### config.mk
export PLATFORM = sky130hd
export DESIGN_NAME = crc16_d16_comb
export DESIGN_NICKNAME = d
export VERILOG_FILES = /design/src/rtl/crc16_frame_chk_pkg.sv /design/src/rtl/crc16_d16_comb.sv
export SDC_FILE = /design/constraint.sdc
export NUM_CORES = 1
export LEC_CHECK = 0
export BUFFER_PORTS_ARGS = -buffer_cell sky130_fd_sc_hd__buf_2
export CORE_MARGIN = 2
export CORE_UTILIZATION = 37
export DETAILED_ROUTE_END_ITERATION = 12
export PLACE_DENSITY = 0.88
export SYNTH_ARGS = -nofsm -noshare
export SYNTH_HDL_FRONTEND = slang
export SYNTH_SLANG_ARGS = --single-unit
### constraint.sdc
create_clock -name vclk -period 1.3
set_input_delay 0.065 -clock vclk [all_inputs]
set_output_delay 0.065 -clock vclk [all_outputs]
set_load 0.02 [all_outputs]
### src/rtl/crc16_frame_chk_pkg.sv
// Shared definitions for the CRC-16/CCITT frame checker and its transmit-side peers:
// polynomial, seed, checker state encoding and the 16-bit parallel CRC step.
package crc16_frame_chk_pkg;

   localparam logic [15:0] CRC16_POLY = 16'h1021;
   localparam logic [15:0] CRC16_INIT = 16'hFFFF;

   typedef enum logic [1:0] {
      ST_IDLE = 2'd0,
      ST_RUN  = 2'd1,
      ST_DROP = 2'd2
   } chk_state_e;

   // One 16-bit word folded into the CRC, MSB first; unrolls to pure XOR logic.
   function automatic logic [15:0] crc16_d16_next(input logic [15:0] c, input logic [15:0] d);
      logic [15:0] r;
      r = c;
      for (int i = 15; i >= 0; i--) begin
         if (r[15] ^ d[i]) begin
            r = {r[14:0], 1'b0} ^ CRC16_POLY;
         end else begin
            r = {r[14:0], 1'b0};
         end
      end
      return r;
   endfunction

endpackage

### src/rtl/crc16_d16_comb.sv
// Purely combinational CRC-16/CCITT step over one 16-bit word (MSB first).
module crc16_d16_comb
   import crc16_frame_chk_pkg::*;
(
   input  logic [15:0] crc_i,
   input  logic [15:0] dat_i,
   output logic [15:0] crc_o
);

   assign crc_o = crc16_d16_next(crc_i, dat_i);

endmodule

==> results of run 1 <==
logic make-up after synthesis:
| kind of cell | Yosys count | synth area share |
|---|---|---|
| xor+xnor | 50 | 1.00 |
stage by stage:
stage,worst slack (ns),util,TNS (ns)
floorplan,-0.127,-,-0.514
detailed placement,-0.305,0.862,-2.07
global placement,-0.274,0.862,-1.73
synthesized netlist by cell type, drive strengths merged:
library cell / count / area, um^2
xor2: 12 / 120
xor3: 1 / 25.0
xnor2: 33 / 323
xnor3: 4 / 91.3
==> run_results.csv, run 1 <==
group,metric,value,unit
synthesis,synth_cells,50,
floorplan,rows,14,
floorplan,die_w,42.9,um
placement,place.gp.congestion,0.692,
placement,place_inst,134,
synthesis,syn_area,559,um^2
floorplan,ioPinCount,48,
synthesis,synth_seq_area_share,0,
status,status,"stopped before the end",
synthesis,ys_warn_count,0,
synthesis,syn_area_per_cell,11.2,um^2
status,failing_step,"4_1_cts",
clock_network,cts_hold_buf,0,
synthesis,synth_nets,82,
status,error_line,"[ERROR DPL-0038] Utilization greater than 100%, impossible to legalize",
synthesis,yosysUniqueCellTypes,8,
floorplan,start_util,0.385,
placement,dpl_cell_area,1250,um^2
clock_network,post_cts_buffers,6,
placement,portBuffers,48,
clock_network,post_cts_resized,52,
floorplan,die_y,42.9,um
==> run 2: changes to the inputs <==
--- a/config.mk
+++ b/config.mk
@@ -6,10 +6,10 @@
 export NUM_CORES = 1
 export LEC_CHECK = 0
 export BUFFER_PORTS_ARGS = -buffer_cell sky130_fd_sc_hd__buf_2
-export CORE_MARGIN = 2
-export CORE_UTILIZATION = 37
+export CORE_AREA = 2 2 63 65
 export DETAILED_ROUTE_END_ITERATION = 12
-export PLACE_DENSITY = 0.88
+export DIE_AREA = 0 0 65 67
+export PLACE_DENSITY_LB_ADDON = 0.15
 export SYNTH_ARGS = -nofsm -noshare
 export SYNTH_HDL_FRONTEND = slang
 export SYNTH_SLANG_ARGS = --single-unit
==> constraint.sdc (replaced) <==
create_clock -name vclk -period 1.7
set_input_delay 0.085 -clock vclk [all_inputs]
set_output_delay 0.085 -clock vclk [all_outputs]
set_load 0.02 [all_outputs]
==> run_results.csv, run 2 <==
group,metric,value,unit
status,status,"finished, final reports clean",
detailed_routing,dr.pass1.iters,2,
layout,syn_to_final_growth,72.5,%
run,drv_cap,0,
global_route,grt_pass1_vias,529,
timing,setup_viol,0,
layout,layout_commonest_cell,"buf_2",
detailed_routing,route.met3.wl,147,um
layout,num-clock-buffers,0,
synthesis,synth_top_area_share,0.470,
worst_setup_path,cp.required,1.62,ns
placement,hpwl,1270,um
layout,final_cell_count_no_fill,157,
worst_setup_path,path_class,"in -> out",
synthesis,syn_area,559,um^2
synthesis,synth_most_common_cell,"xnor2_1",
floorplan,core,3610,um^2
global_route,grt_util_all_layers,0.0610,
detailed_routing,wl_met2,594,um
global_route,grt_pass1_wl,2190,um
floorplan,ioPinCount,48,
timing,worst_slew_pin_slew,0.390,ns
worst_setup_path,max_stage_delay,0.47,ns
timing,finalCritPeriodShare,0.918,
floorplan,start_util,0.155,
layout,mostFrequentLayoutCells,"buf_2, xnor2_1, buf_4",
floorplan,die_area,4360,um^2
placement,place_inst,157,
synthesis,yosys-top-cells-area,"xnor2_1, xor2_1, xnor3_1",
pwr,cellLeakagePower,0.477,nW
detailed_routing,maxUsedRoutingLayer,"met3",
worst_setup_path,cp_max_fo,3,
layout,nFlopsAndLatches,0,
detailed_routing,drtIter0Drc,3,
timing,fmax,0.641,GHz
synthesis,synth_seq_area_share,0,
detailed_routing,detailroute.via_count,529,
detailed_routing,routed_wl,1330,um
timing,max-slew-margin-rel,0.738,
pwr,power_density,1250,nW/um^2
timing,final_hold_viol_count,0,
placement,portBuffers,48,
global_route,grt-ovfl-total,0,
pwr,ir_drop,0.320,mV
detailed_routing,wire_per_inst,8.45,um
floorplan,die_y,67,um
synthesis,synth_top_area_cell,"xnor2_1",
synthesis,ys_warn_count,0,
synthesis,synth_nets,82,
layout,insertedDiodeCount,0,
layout,drive_gt1_frac,0.633,
timing,post-route-min-period,1.56,ns
global_route,grt_antenna_before_repair,0,
timing,slew_violations,0,
clock_network,post_cts_buffers,0,
layout,fin_nets,143,
worst_setup_path,endpoint_kind,"primary output",
clock_network,cts_hold_buf,0,
synthesis,netlist_top_cells_count,"xnor2_1, xor2_1, xnor3_1",
synthesis,syn_area_per_cell,11.2,um^2
worst_setup_path,arrival,1.47,ns
floorplan,die_w,65,um
synthesis,yosysUniqueCellTypes,8,
detailed_routing,routed_via_density,3.37,
worst_hold_path,min_path_type,"in -> out",
detailed_routing,remaining_drc_errors,0,
layout,regArea,0,um^2
clock_network,post_cts_resized,0,
placement,place.gp.congestion,0.645,
worst_setup_path,crit_path_cell_trace,"buf_2 > xnor2_1 > xnor3_2 > xnor2_4 > xor2_1 > buf_2",
floorplan,rows,22,
timing,rsz0062_at_grt,"no",
worst_setup_path,worstSetupStartpointType,"primary input",
synthesis,synth_cells,50,
detailed_routing,wl_met1,584,um
pwr,fin_total_pwr,1.20,mW
global_route,grt_max_degree,5,
worst_setup_path,cpMostUsedCell,"buf_2",
worst_setup_path,crit_slowest_cell,"xnor3_2",
detailed_routing,drtAntennaViolNets,0,
run 2: layer usage:
metal / vias up / GRT usage
met2: 30 / 0.110
met1: 228 / 0.0832
li1: 271 / -
met5: - / 0
met3: 0 / 0.00676
met4: 0 / 0
run 2: power breakdown:
group	total [mW]	internal (mW)	switching [mW]
registers	0	0	0
clock network	0	0	0
logic	1.20	0.535	0.666
run 2: final timing paths:
kind | startpoint | to | depth (start not counted)
setup / recovery | crc_i[10] | crc_o[7] | 6
hold / removal | dat_i[8] | crc_o[12] | 5
run 2: layout make-up:
cell class / instances / area [um^2]
well taps: 48 / 60.1
fillers: 386 / 2640
multi-input cells: 50 / 582
repair buffers: 59 / 323
run 2: logic make-up after synthesis:
family / count (synthesis) / synth area share
xor+xnor: 50 / 1.00
run 2: through the flow:
step           area (um^2)  hold slack (ns)  setup TNS [ns]  setup slack, ns  utilization
6_report               965            0.715               0            0.140        0.268
5_1_grt                965            0.748               0          0.00816        0.268
4_1_cts                950            0.731               0           0.0573        0.263
3_5_place_dp           950            0.731               0           0.0624        0.263
3_3_place_gp           950            0.732               0           0.0897        0.263
2_1_floorplan          567            0.460         -0.0371          -0.0371            -
run 2: critical path, delay by kind of cell:
family,cells,cell delay [ns]
xor gates and xnor gates,4,1.11
buffers and inverters,2,0.29
Power figures use the tool's default switching activity.
==> run 3: changes to the inputs <==
--- a/config.mk
+++ b/config.mk
@@ -5,11 +5,11 @@
 export SDC_FILE = /design/constraint.sdc
 export NUM_CORES = 1
 export LEC_CHECK = 0
-export BUFFER_PORTS_ARGS = -buffer_cell sky130_fd_sc_hd__buf_2
 export CORE_AREA = 2 2 63 65
 export DETAILED_ROUTE_END_ITERATION = 12
 export DIE_AREA = 0 0 65 67
-export PLACE_DENSITY_LB_ADDON = 0.15
+export DONT_BUFFER_PORTS = 1
+export PLACE_DENSITY = 0.34
 export SYNTH_ARGS = -nofsm -noshare
 export SYNTH_HDL_FRONTEND = slang
 export SYNTH_SLANG_ARGS = --single-unit
==> run_results.csv, run 3 (synthesis results as in run 2) <==
group,metric,value,unit
status,status,"finished, final reports clean",
timing,fmax,0.651,GHz
timing,final_hold_viol_count,0,
pwr,pwr-share-seq,0,
clock_network,post_cts_buffers,0,
floorplan,die_w,65,um
worst_setup_path,max_stage_delay,0.56,ns
timing,max-slew-margin-rel,0.654,
pwr,combinationalPowerShare,1.000,
layout,nFillCells,412,
timing,setup_viol,0,
floorplan,rows,22,
global_route,gr-max-usage-layer,"met2",
layout,mostFrequentLayoutCells,"xnor2_1, buf_4, xor2_1",
timing,finalCritPeriodShare,0.903,
worst_setup_path,arrival,1.45,ns
detailed_routing,remaining_drc_errors,0,
layout,syn_to_final_growth,40.3,%
detailed_routing,drtIter0Drc,9,
layout,regArea,0,um^2
global_route,grt_pass1_vias,361,
placement,portBuffers,0,
pwr,internal_power,0.580,mW
worst_setup_path,endpoint_kind,"primary output",
global_route,grt_pass1_wl,1720,um
clock_network,post_cts_resized,0,
pwr,cellLeakagePower,0.325,nW
floorplan,core,3610,um^2
floorplan,die_area,4360,um^2
worst_setup_path,path_class,"in -> out",
pwr,ir_drop,0.267,mV
placement,place.gp.congestion,0.603,
layout,fin_util,0.218,
run,drv_cap,0,
timing,slew_violations,0,
floorplan,start_util,0.155,
global_route,grt_use_met3,0.0101,
worst_hold_path,min_path_type,"in -> out",
detailed_routing,dr.pass1.iters,2,
detailed_routing,routed_via_density,3.30,
timing,whs,0.605,ns
timing,post-route-min-period,1.54,ns
timing,rsz0062_at_grt,"no",
clock_network,cts_hold_buf,0,
floorplan,ioPinCount,48,
placement,pre_cts_slack,0.149,ns
worst_setup_path,cp.required,1.62,ns
layout,layout_commonest_cell,"xnor2_1",
global_route,grt_max_degree,5,
global_route,use_met2,0.0863,
global_route,grt-ovfl-total,0,
global_route,met1_usage,0.0690,
timing,worst_slew_pin_slew,0.516,ns
pwr,swShare,0.532,
layout,insertedDiodeCount,0,
layout,num-clock-buffers,0,
worst_setup_path,crit_path_cell_trace,"xor2_2 > xnor3_2 > xnor2_4 > xor2_1 > buf_4",
detailed_routing,detailroute.via_count,393,
worst_setup_path,crit_slowest_cell,"xnor3_2",
pwr,power_switching,0.659,mW
detailed_routing,wire_per_inst,10.5,um
timing,postLayoutSetupSlackWorst,0.165,ns
detailed_routing,drtAntennaViolNets,0,
layout,drive_gt1_frac,0.408,
global_route,grt_antenna_before_repair,0,
floorplan,die_y,67,um
worst_setup_path,cp_max_fo,4,
worst_setup_path,worstSetupStartpointType,"primary input",
detailed_routing,routed_wl,1260,um
layout,nFlopsAndLatches,0,
layout,fin_nets,105,
global_route,grt_util_all_layers,0.0503,
pwr,clkPwrFrac,0,
pwr,power_density,1580,nW/um^2
[run 3: final cells by class]
| type | count | area (um^2) | share of cell area |
|---|---|---|---|
| repair buffers | 21 | 158 | 0.201 |
| well taps | 48 | 60.1 | 0.0766 |
| multi-input cells | 50 | 567 | 0.722 |
[run 3: power by group through the flow]
stage	clock network, mW	registers (mW)	logic [mW]
floorplan	0	0	0.828
global placement	0	0	1.25
detailed placement	0	0	1.26
CTS	0	0	1.26
global route	0	0	1.31
finish	0	0	1.24
[run 3: critical path: cells and delay by family]
family	cells	cell delay, ns
XOR/XNOR	4	1.19
buffers and inverters	1	0.16
[run 3: stage by stage]
step                instance area, um^2  power [mW]  setup TNS (ns)  cells
floorplan                           567       0.828         -0.0371     50
global placement                    785        1.25               0    119
detailed placement                  785        1.26               0    119
CTS                                 785        1.26               0    119
global route                        785        1.31               0    119
finish                              785        1.24               0    119
[run 3: path summary, 6_finish.rpt]
check	slack [ns]	depth (start not counted)	start	to
setup / recovery	0.16	5	dat_i[14]	crc_o[7]
hold / removal	0.60	3	dat_i[1]	crc_o[13]
[run 3: per-layer routing]
metal,wire length [um],vias to the layer above
met5,0,-
met4,0,0
li1,-,195
met2,567,28
met3,150,0
met1,537,170
